$ cat config.mk
export PLATFORM = sky130hd
export DESIGN_NAME = mio_bus_bridge
export DESIGN_NICKNAME = d
export VERILOG_FILES = /design/src/rtl/mio_bus_bridge.sv
export SDC_FILE = /design/constraint.sdc
export NUM_CORES = 1
export LEC_CHECK = 0
export BUFFER_PORTS_ARGS = -buffer_cell sky130_fd_sc_hd__buf_2
export CAP_MARGIN = 30
export CORE_UTILIZATION = 45
export CTS_CLUSTER_DIAMETER = 150
export DETAILED_ROUTE_END_ITERATION = 10
export HOLD_SLACK_MARGIN = 0.05
export PLACE_DENSITY = 0.79
export SETUP_SLACK_MARGIN = 0.4
export SLEW_MARGIN = 10
export SYNTH_ARGS = -nofsm -noshare
export SYNTH_HDL_FRONTEND = slang
export SYNTH_SLANG_ARGS = --single-unit
$ cat constraint.sdc
create_clock -name clk -period 2.9 [get_ports clk]
set_input_delay 0.58 -clock clk [delete_from_list [all_inputs] [get_ports clk]]
set_output_delay 0.58 -clock clk [all_outputs]
set_load 0.02 [all_outputs]
$ cat src/rtl/mio_bus_bridge.sv
// Memory/IO bridge between the multi-cycle CPU core and its targets: block RAM,
// a switch/LED GPIO port and a free-running 32-bit counter, with per-target wait states.
module mio_bus_bridge #(
  parameter int RAM_AW   = 10,
  parameter int RAM_WAIT = 1,
  parameter int IO_WAIT  = 0
) (
  input  logic              clk,
  input  logic              reset,
  input  logic              cpu_req,
  input  logic              mem_w,
  input  logic [31:0]       addr_in,
  input  logic [31:0]       data_from_cpu,
  output logic [31:0]       data_to_cpu,
  output logic              mio_ready,
  output logic [RAM_AW-1:0] ram_addr,
  output logic              ram_we,
  output logic [31:0]       ram_din,
  input  logic [31:0]       ram_dout,
  input  logic [15:0]       sw_in,
  output logic [7:0]        led_out
);

  typedef enum logic [1:0] {S_IDLE, S_WAIT, S_ACK} state_t;
  typedef enum logic [1:0] {T_RAM, T_GPIO, T_CNT, T_NONE} target_t;

  localparam logic [31:0] GPIO_ADDR  = 32'hE000_0000;
  localparam logic [31:0] CNT_ADDR   = 32'hF000_0000;
  localparam logic [7:0]  RAM_WAIT_W = 8'(RAM_WAIT);
  localparam logic [7:0]  IO_WAIT_W  = 8'(IO_WAIT);

  state_t      state;
  logic [7:0]  wcnt;
  logic [29:0] lat_waddr;
  logic        lat_w;
  logic [31:0] lat_data;
  logic [31:0] count;
  logic [31:0] rd_data;
  target_t     tgt;
  logic        commit;

  // Byte-lane bits never take part in decode; all accesses are whole words.
  logic unused_byte_lane;
  assign unused_byte_lane = &{1'b0, addr_in[1:0]};

  function automatic target_t decode(input logic [29:0] wa);
    if (wa[29:RAM_AW] == '0)           return T_RAM;
    else if (wa == GPIO_ADDR[31:2])    return T_GPIO;
    else if (wa == CNT_ADDR[31:2])     return T_CNT;
    else                               return T_NONE;
  endfunction

  assign tgt      = decode(lat_waddr);
  assign commit   = (state == S_WAIT) && (wcnt == 8'd0);
  assign ram_addr = lat_waddr[RAM_AW-1:0];
  assign ram_din  = lat_data;
  assign ram_we   = !reset && commit && lat_w && (tgt == T_RAM);

  // NOTE: every signal written in always_comb gets a default first, so no path leaves it unassigned and no latch is inferred.
  always_comb begin
    rd_data = 32'd0;
    unique case (tgt)
      T_RAM:   rd_data = ram_dout;
      T_GPIO:  rd_data = {16'd0, sw_in};
      T_CNT:   rd_data = count;
      default: rd_data = 32'd0;
    endcase
  end

  // A commit-cycle write wins over the increment for that cycle.
  always_ff @(posedge clk) begin
    if (reset) begin
      count <= 32'd0;
    end else if (commit && lat_w && (tgt == T_CNT)) begin
      count <= lat_data;
    end else begin
      count <= count + 32'd1;
    end
  end

  // NOTE: state registers use non-blocking assignments so every flop samples pre-edge values, matching the hardware.
  always_ff @(posedge clk) begin
    if (reset) begin
      state       <= S_IDLE;
      wcnt        <= 8'd0;
      lat_waddr   <= 30'd0;
      lat_w       <= 1'b0;
      lat_data    <= 32'd0;
      mio_ready   <= 1'b0;
      data_to_cpu <= 32'd0;
      led_out     <= 8'd0;
    end else begin
      mio_ready <= 1'b0;
      unique case (state)
        S_IDLE: begin
          if (cpu_req) begin
            lat_waddr <= addr_in[31:2];
            lat_w     <= mem_w;
            lat_data  <= data_from_cpu;
            wcnt      <= (decode(addr_in[31:2]) == T_RAM) ? RAM_WAIT_W : IO_WAIT_W;
            state     <= S_WAIT;
          end
        end
        S_WAIT: begin
          if (wcnt != 8'd0) begin
            wcnt <= wcnt - 8'd1;
          end else begin
            if (!lat_w) begin
              data_to_cpu <= rd_data;
            end else if (tgt == T_GPIO) begin
              led_out <= lat_data[7:0];
            end
            mio_ready <= 1'b1;
            state     <= S_ACK;
          end
        end
        S_ACK:   state <= S_IDLE;
        default: state <= S_IDLE;
      endcase
    end
  end

endmodule

* Yosys cells after proc, flatten, opt, wreduce, memory -nomap -nowiden
Cells that the tools add are included.
W data, S select, Z words.
** Cells by class
- Order comparisons :: 0
- Reductions and logical operators :: 21
- Multiplexer cells :: 19
- Shift operators :: 0
- Multipliers :: 0
- Divide/modulo/power cells :: 0
- Equal/unequal tests :: 10
- Add/sub/neg operators :: 2
- Bitwise operators :: 3
** Operators by type and width (number)
- $eq A30 B30 Y1 const B :: 4
- $pmux W32 S3 :: 1
- $logic_not A20 Y1 :: 2
- $add A32 B1 Y32 const B :: 1
- $mux W32 :: 1
- $mux W2 :: 9
- $mux W8 :: 2
- $pmux W8 S2 :: 1
- $logic_not A8 Y1 :: 1
- $reduce_bool A8 Y1 :: 1
- $sub A8 B1 Y8 const B :: 1
- $logic_and A1 B1 Y1 :: 6
- $logic_not A2 Y1 :: 3
- $reduce_and A3 Y1 :: 2
- $eq A2 B1 Y1 const B :: 2
- $mux W1 :: 4
- $ne A2 B2 Y1 const B :: 2
- $pmux W2 S2 :: 1
- $reduce_and A2 Y1 :: 2
- $reduce_and A4 Y1 :: 1
- $not A1 Y1 :: 3
- $eq A2 B2 Y1 const B :: 1
- $ne A2 B1 Y1 const B :: 1
- $reduce_bool A2 Y1 :: 1
- other kinds (2) :: 2
** Word-level totals
- RAM bits :: 0
- Register bits after elaboration :: 146
- Memory bits (read-only) :: 0
- Memories :: 0
- Logic and storage cells :: 64
- Latch bits :: 0

* Longest topological paths before layout
Gate-level depths: netlist of the first run.
- Word-level depth :: 11
- Depth in mapped cells :: 9
- Gate-level depth less buffers :: 7

* Least setup slack after synthesis of the first run
No wires, ideal clock.
- Kind :: reg2out
- From :: reg lat_waddr[29]
- To :: out ram_we
- Cell stages (with the launch flop) :: 5
- Setup slack :: 0.494 ns
- Data arrival time :: 1.826 ns
- Required time :: 2.320 ns
- Cell sequence :: dfxtp_1 -> or4_1 -> nor2_1 -> clkbuf_1 -> and3_1
** Between the ends
- Word-level cells in the longest chain between the ends :: 6
- Elaborated cells between the ends (all ways) :: 8
- Classes of those cells :: eq/ne: 2; mux: 3; reduce/logical: 3
** RTL lines
- from (decl) :: RTL line 34 : logic [29:0] lat_waddr;
- from (signal assigned) :: RTL line 97 : lat_waddr <= addr_in[31:2];
- $eq A30 B30 Y1 :: RTL line 49 : else if (wa == CNT_ADDR[31:2]) return T_CNT;
- $mux W1 :: RTL line 49
- $mux W2 :: RTL line 48 : else if (wa == GPIO_ADDR[31:2]) return T_GPIO;
- $mux W2 (*) :: RTL line 47 : if (wa[29:RAM_AW] == '0) return T_RAM;
- $logic_not A2 Y1 (*) :: RTL line 57 : assign ram_we = !reset && commit && lat_w && (tgt == T_RAM);
- $logic_and A1 B1 Y1 (*) :: RTL line 57
- to (decl) :: RTL line 17 : output logic ram_we,
Every way passes the cells marked *; elsewhere a longest branch is shown, timed or not.

* Worst setup path in the final report of the first run
Ends and elaborated chain as after synthesis.

==> results of run 1 <==
cell type report:
class,count,area (sq um),share of cell area (%)
timing repair buffer,214,1120,13.7
inverter,3,11.3,0.138
clock buffer,19,433,5.30
clock inverter,13,136,1.67
sequential,146,2920,35.8
tap,180,225,2.76
multi-input combinational,551,3330,40.7
per-stage QoR:
| step | instance area (sq um) | hold slack [ns] |
|---|---|---|
| after global placement | 7540 | 0.430 |
| after detailed placement | 7550 | 0.438 |
| after global routing | 8170 | 0.389 |
| after CTS | 8150 | 0.376 |
| final | 8170 | 0.389 |
| after floorplan | 6520 | 0.445 |
where the power goes:
part           internal [W]  switching, W
Sequential          0.00220      0.000182
Combinational      0.000548      0.000891
Clock               0.00126      0.000850
flip-flops by register name, indices dropped and copies added (netlist names):
register / cells
count: 32
data_to_cpu: 32
lat_w: 1
lat_waddr: 30
led_out: 8
mio_ready: 1
ram_din: 32
state: 2
wcnt: 8
worst reg2reg max path, cell delays in order, from the launching register on:
cell and delay (ns):
dfxtp_1 0.33, inv_1 0.09, ha_1 0.15, nor3b_4 0.21, buf_4 0.18, nand4_1 0.19, or4_4 0.79, nor2_1 0.23
a211oi_2 0.06
synth_stat cells (6+ instances only):
cell type  instances
a21oi_1           67
nand4_1           14
xor2_1            27
dfxtp_1          146
nand2_1          170
nor4_1             7
clkbuf_1          33
a211oi_2          30
mux2i_1           25
o21ai_0           30
xnor2_1            7
nand3_1           12
buf_2              8
nor2_1            73
nor4_2             6
buf_4             10
a22oi_1           32
cell families (layout without fill, tap and decap cells):
kind of cell    after synthesis  in the layout  share of synthesized area (%)
simple gates                316            317                           22.9
buf+inv                      62            249                           4.87
fa+ha+maj                     3              3                          0.575
compound gates              172            172                           18.4
xor+xnor                     34             34                           4.56
flops                       146            146                           44.8
mux                          25             25                           3.84
repair_timing:
action                     in CTS  in global routing
resized for setup               3                  4
setup endpoints to repair       1                 33
cloned                          0                  1
setup buffers                   3                  0
pin swaps                       2                  3
how the worst max path moves through the flow:
stage / depth (start not counted) / to / slack, ns / start
floorplan: 4 / ram_we / 0.49 / lat_waddr[29]
global placement: 7 / count[30] / 0.53 / wcnt[0]
detailed placement: 7 / count[20] / 0.46 / wcnt[0]
CTS: 4 / ram_we / 0.43 / lat_waddr[29]
global route: 6 / led_out[4] / 0.37 / lat_waddr[29]
finish: 4 / ram_we / 0.49 / lat_waddr[29]
routing by layer:
| metal | up-vias | routed length [um] | global-route usage (%) |
|---|---|---|---|
| li1 | 2976 | - | - |
| met1 | 2802 | 7670 | 28.5 |
| met2 | 215 | 8250 | 37.5 |
| met3 | 43 | 1100 | 5.44 |
| met4 | 0 | 465 | 11.1 |
| met5 | - | 0 | 0 |
==> results.txt, run 1 <==
The remaining design rule violation count is 0. The final clock period utilization by the worst path is 83.1%. The count of final max-slew check failures is 0.

The worst hold path class is input pin to flop. After detailed placement, the design holds a cell count of ~1100. After global routing the overflow that remains totals 0.

The clock net in this run drives a total of 146 sinks. Cells fill 58.4% of the core in the end. The share of Yosys cell area claimed by the top area cell type is 44.8%.

The worst max-slew margin expressed relative to the limit came out at 46.2%. The number of top-level design ports is 200. The run finished with clean final reports. The y dimension of the die is 122 um. The slowest stage of the critical path is the or4_4 cell. The count of non-filler cells in the finished layout came out at 1126. The starting density of the core came out at 46.6%. The worst hold path begins at addr_in[3]. The HPWL after detailed placement is 11700 um. By area the synthesized netlist is led by dfxtp_1 (45%), nand2_1 (9.8%), a211oi_2 (5.8%). The reported max-cap violation count came out at 0.

The initial antenna violation count is 0. The combined buffer and inverter count along the critical path came out at 1. The commonest non-fill, non-tap cell in the layout is buf_2.

Fill cells in the final layout number 1241. The maximum clock path buffer count is 2. The number of vias per cell after detailed routing is 5.36. The final number of setup-violating endpoints is 0.

Yosys mapped the design onto between 40 and 50 distinct sky130hd cell types. At the end of routability-driven placement, the weighted congestion stood at 0.785. The post-detailed-route count of antenna-violating nets is 0. The worst setup path is launched from a flop. The pre-CTS setup slack came out at between 0.4 and 0.5 ns. The mapped netlist covers 6520 sq um.

The number of warnings reported in the yosys synthesis log came out at 0. The wire length of the first global-routing pass is 26700 um. Summed over all cells, the static leakage comes to 3.41 nW. The number of inserted diodes is 0.

The number of hold violations in the final report is 0. The post-layout worst setup margin is about 0.49 ns. The routed wire length came out at 17500 um.

The timing-limited maximum frequency came out at 415 MHz. Traced cell by cell, the critical path runs through or4_4 -> nor2_4 -> and3_1 -> buf_2. The transition at the pin with the smallest max-transition slack came out at 0.801 ns. The number of synthesized flops with an enable pin came out at 0. The detailed router placed a little over 6000 vias in this run. The maximum cell stage delay along the critical path is 0.59 ns. The critical path capture point type is an output port.

The cell depth of the worst min-delay path came out at 3. In this run, the number of DRC markers left after iteration 0 of detailed routing was 292. The net count after synthesis is 877. The standard-cell row count is 43.

The average footprint of a synthesized cell is between 8 and 9 sq um. The maximum vdd ir drop is between 300 and 400 uV. Relative to the synthesized area, the layout overhead comes to 25.3%. The destination of the worst hold path is lat_waddr[1].

The design draws about 0.006 W. The horizontal die dimension came out at 122 um. The hold buffer count at CTS is 0. The clock latency at the later pin of the worst-skew pair is 0.42 ns.

The sequential cell area fraction in the yosys report came out at 44.8%. The power density over cell area came out at roughly 730 nW/um^2. The clock tree skew after final layout is between 0.009 and 0.01 ns. The area inside the core boundary came out at about 14000 sq um.

The clock transition at the register clock pins on the worst setup and hold paths after CTS came out at 0.06 ns. The worst reg2reg path startpoint is wcnt[1]. STA puts the critical path data arrival time at roughly 1.8 ns. In this run the critical register-to-register path is captured at count[3].

The reg-to-reg setup timing slack is around 0.54 ns. Synthesis handed over a netlist of 758 instances. Entering global routing, the biggest net connects 64 pins. Among cell families on the critical path, the largest total delay comes from simple AND/OR/NAND/NOR gates. Data on the critical path is required at its endpoint by 2.32 ns. The share of synthesized registers carrying an async set or reset came out at 0%. The layout cell share with drive strength beyond 1 is 31.8%. CTS placed an instance of clkbuf_16 at the clock tree root.

After synthesis the netlist holds a flip-flop and latch count of 146. Along the worst path, the maximum fanout reaches 4. The number of H-tree levels came out at 4. The detail-routed net length per standard cell is 15.5 um.

The total CTS buffers came out at 17. In the layout the commonest cells are buf_2 (196), nand2_1 (169), dfxtp_1 (146), nor2_1 (72), a21oi_1 (67). In the synthesized netlist the dominant register cell turns out to be dfxtp_1. The cell type with the largest total area after synthesis is dfxtp_1.

The critical path is of the flop to output port type. The number of detailed-route iterations in the first pass is 4. The die covers 15000 sq um.

The TritonCTS clock tree is built. The number of cells traversed by the worst register-to-register path is 8. The final period demand of the worst path is 2.41 ns.

The final sum of negative setup slack came out at 0 ns. The global-route usage over all layers is 23.0%. The number of global-route vias before repair came out at 5547.

The final net count is around 1100. The count of buffers added on input and output ports is 197. Setup repair after global routing could not meet its margin everywhere.
No activity file was read; power rests on OpenSTA's default activity.
==> run 2: changes to the inputs <==
--- a/config.mk
+++ b/config.mk
@@ -5,13 +5,14 @@
 export SDC_FILE = /design/constraint.sdc
 export NUM_CORES = 1
 export LEC_CHECK = 0
+export ABC_AREA = 1
 export BUFFER_PORTS_ARGS = -buffer_cell sky130_fd_sc_hd__buf_2
 export CAP_MARGIN = 30
 export CORE_UTILIZATION = 45
 export CTS_CLUSTER_DIAMETER = 150
 export DETAILED_ROUTE_END_ITERATION = 10
 export HOLD_SLACK_MARGIN = 0.05
-export PLACE_DENSITY = 0.79
+export PLACE_DENSITY = 0.78
 export SETUP_SLACK_MARGIN = 0.4
 export SLEW_MARGIN = 10
 export SYNTH_ARGS = -nofsm -noshare
==> constraint.sdc (replaced) <==
create_clock -name clk -period 2.5 [get_ports clk]
set_input_delay 0.5 -clock clk [delete_from_list [all_inputs] [get_ports clk]]
set_output_delay 0.5 -clock clk [all_outputs]
set_load 0.02 [all_outputs]
==> results.txt, run 2 <==
The flow ran to the end, and the final reports show no timing, DRC or antenna violations. The number of H-tree levels came out at 4 (unchanged). The routed via count is 7405 (+23%). The post-place instance area came to 8150 sq um (+8.0%). The number of library cell types mapped by synthesis was 39 (-19%). The total congestion overflow came out at 0 (unchanged). The routed wire length came out at 20400 um (+16%). Counting instances in the post-synthesis netlist gives the leading cell types as nor2_1 (197), nand2_1 (179), dfxtp_1 (146), o21ai_0 (77), nand3_1 (74). The worst register-to-register path begins at lat_waddr[29]. The number of placed instances, taps included is 1382 (+27%). The most frequent cell after synthesis is nor2_1. The placer's final routability congestion estimate is 0.891 (+13%).

The net count after synthesis came to 1148 (+31%). The CTS sink count came to 146 (unchanged). The top cell types in the final layout, fill and taps aside, are buf_2 (196), nor2_1 (194), nand2_1 (179), dfxtp_1 (143), o21ai_0 (77).

The count of non-filler cells in the finished layout came to 1426 (+27%). The y dimension of the die came to 128 um (+4.4%). The number of synthesized flops with an enable pin is 0 (unchanged). In this run the critical register-to-register path is captured at led_out[1].

The maximum cell stage delay along the critical path is 0.32 ns (-0.27 ns). The number of DRC markers after the initial detailed-route iteration came to 429 (+47%). Setup repair after global routing could not meet its margin everywhere. The total power consumption of the routed design was 0.00667 W (+12%).

The register bit count reported by yosys was 146 (unchanged). The cell depth of the worst min-delay path is 3 (unchanged). The layout cell share with drive strength beyond 1 came to 25.3% (-6.5 points). The clock latency at the later pin of the worst-skew pair is 0.42 ns (about the same).

The die area was 16300 sq um (+9.1%). The tree is rooted in a clkbuf_16. The number of inserted diodes is 0 (unchanged).

The number of vias per cell after detailed routing is 5.19 (-3.1%). The required time of the critical path came to 2.00 ns (-0.32 ns). The switching power came out at 0.00202 W (+4.9%). The critical path goes through or2_1 -> nor2_2 -> nand4_1 -> nor3_4 -> buf_6.

The largest individual stage delay along the critical path comes from the cell dfxtp_2. The cell area after synthesis came out at 7120 sq um (+9.2%). The clock tree skew after final layout is 0.00953 ns (+0.0000557 ns). For this run, the leading register cell type out of synthesis is dfxtp_1.

The final instance area is 8920 sq um (+9.2%). The initial antenna violation count is 1 (+1). The reported max-cap violation count came out at 0 (unchanged).

The area inside the core boundary came to 15300 sq um (+9.5%). The area added between synthesis and finish came out at 25.3% (about the same). By area the synthesized netlist is led by dfxtp_1 (41%), nor2_1 (10%), nand2_1 (9.4%). The detail-routed net length per standard cell came to 14.3 um (-8.0%). The largest driver fanout on the critical path came out at 2 (-2).

The fraction of power consumed by combinational cells was 20.7% (-3.6 points). The timing-limited maximum frequency is approximately 450 MHz. The number of cells traversed by the worst register-to-register path is 9 (+1).

The number of top-level design ports came out at 200 (unchanged). The maximum number of pins on one net before global-route repair is 77 (+20%). The sequential share of power came out at 39.8% (-0.3 points). The cell type with the largest total area after synthesis is dfxtp_1. The utilization after layout came out at 58.3% (-0.15 points). The power density over cell area is 747 nW/um^2 (+2.9%). The clock transition at the register clock pins on the worst setup and hold paths after CTS is 0.06 ns (about the same). The final net count came to 1323 (+26%). The switching share of total power is 30.3% (-2.2 points). The number of hold violations in the final report came out at 0 (unchanged). The horizontal die dimension came out at 128 um (+4.4%). The final clock period utilization by the worst path came out at 88.3%.

The final period demand of the worst path is 2.21 ns. The starting density of the core came out at 46.5% (-0.12 points). The transition at the pin with the smallest max-transition slack is 0.543 ns (-0.259 ns). In this run the worst hold path is classified as input pin to flop. On the critical path the largest part of the delay comes from simple AND/OR/NAND/NOR gates. The number of warnings reported in the yosys synthesis log is 0 (unchanged). The critical path capture point type is an output port. The cell-internal power is 0.00465 W (+16%). The final sum of negative setup slack is 0 ns (unchanged).

The average footprint of a synthesized cell is 6.92 sq um (-20%). Leaving out fill and tap cells, the most frequent cell in the layout is buf_2. The reported leakage power is 4.01 nW (+18%). The combined buffer and inverter count along the critical path came to 1 (unchanged). The maximum clock path buffer count came out at 2 (unchanged). The standard-cell row count came out at 45 (+4.7%).

The number of detailed-route iterations in the first pass was 5 (+1). The cell count after synthesis is 1029 (+36%). The maximum vdd ir drop is 516 uV (+30%). The wire length of the first global-routing pass came out at 32400 um (+21%). The critical path is of the flop to output port type. The HPWL after detailed placement came out at 14600 um (+24%). The remaining design rule violation count came to 0 (unchanged). TritonCTS built the clock tree.

The total CTS buffers is 17 (unchanged). The number of fill cells came to 1472 (+19%). The destination of the worst hold path is ram_din[5]. The number of global-route vias before repair came out at 6615 (+19%). The sequential cell area fraction in the yosys report came out at 41.0% (-3.8 points). The reg-to-reg setup timing slack came out at 0.61 ns (+0.07 ns). The count of input and output buffers came to 197 (unchanged). The global-route usage over all layers is 25.2% (+2.1 points). The startpoint identified for the worst hold timing path is data_from_cpu[5]. The post-detailed-route count of antenna-violating nets is 0 (unchanged). The count of final max-slew check failures is 0 (unchanged). The share of synthesized registers carrying an async set or reset came out at 0% (unchanged). The worst max-slew margin expressed relative to the limit was 63.8% (+18 points). The arrival time of the worst setup path came to 1.71 ns (-0.12 ns). The final number of setup-violating endpoints came out at 0 (unchanged). The share of Yosys cell area claimed by the top area cell type is 41.0% (-3.8 points).

The part of the power in the clock network came out at 39.5% (+3.9 points). The startpoint type of the worst setup path is a flop.
[run 2: cell count changes in the layout (fill, tap and decap cells not counted), sizes merged, moves of 10 or more]
cell,previous run,this run
nand2,170,186
nand3,13,77
a211oi,32,0
nand4,16,39
o21ai,34,113
a22oi,32,0
nor3,5,15
nor2,73,212
mux2i,25,0
nor4,15,2
inv,5,67
xor2,27,14
[run 2: cell type report]
cell class	instances	area (sq um)	area share, %
Clock buffer	20	447	5.01
Clock inverter	10	160	1.79
Inverter	67	262	2.93
Multi-Input combinational cell	751	3660	41.1
Sequential cell	146	2930	32.8
Tap cell	211	264	2.96
Timing Repair Buffer	221	1200	13.5
[run 2: worst register-to-register path: stages, from the launching register on]
cell and delay [ns]:
dfxtp_2 0.33, buf_4 0.11, nand2_1 0.05, inv_1 0.11
nand3_1 0.14, nor2_4 0.42, nand3_2 0.29, inv_2 0.21
nor2_1 0.06, nor2_1 0.10
[run 2: cells by family (layout without fill, tap and decap cells)]
family | count (synthesis) | in the layout | share of synthesized area, %
simple gates | 541 | 541 | 34.6
compound gates | 188 | 188 | 13.3
flops | 146 | 146 | 41.0
buf+inv | 132 | 318 | 8.24
xor+xnor | 19 | 19 | 2.34
fa+ha+maj | 3 | 3 | 0.527
[run 2: metal layers]
layer / track usage (%) / wire, um / vias up / share of wire (%)
li1: - / - / 3715 / -
met2: 39.5 / 9220 / 290 / 45
met5: 0 / 8 / - / 0.039
met4: 8.86 / 418 / 2 / 2.1
met1: 33.8 / 9100 / 3360 / 45
met3: 5.84 / 1620 / 38 / 8.0
[run 2: what timing repair did]
item,CTS,global route
resized for setup,9,8
setup endpoints to repair,1,26
hold buffers,0,0
pin swaps,6,6
buffers inserted,4,10
[run 2: how the worst max path moves through the flow]
stage / slack, ns / depth (start not counted) / end / from
global route: 0.21 / 6 / ram_we / lat_waddr[16]
CTS: 0.28 / 5 / ram_we / lat_waddr[28]
floorplan: 0.52 / 6 / ram_we / lat_waddr[24]
finish: 0.29 / 5 / ram_we / lat_waddr[29]
global placement: 0.50 / 6 / ram_we / lat_waddr[24]
detailed placement: 0.49 / 5 / ram_we / wcnt[0]
[run 2: power groups by stage]
stage / sequential [W] / clock (W) / combinational [W]
floorplan: 0.00275 / 0 / 0.000863
global placement: 0.00269 / 0 / 0.00129
detailed placement: 0.00269 / 0 / 0.00131
CTS: 0.00265 / 0.00267 / 0.00134
global route: 0.00267 / 0.00277 / 0.00152
finish: 0.00265 / 0.00263 / 0.00138
[run 2: per-stage QoR]
step | hold WS, ns | worst slack, ns
after floorplan | 0.434 | 0.520
after CTS | 0.289 | 0.276
after global placement | 0.444 | 0.498
final | 0.301 | 0.293
after global routing | 0.288 | 0.208
after detailed placement | 0.452 | 0.487
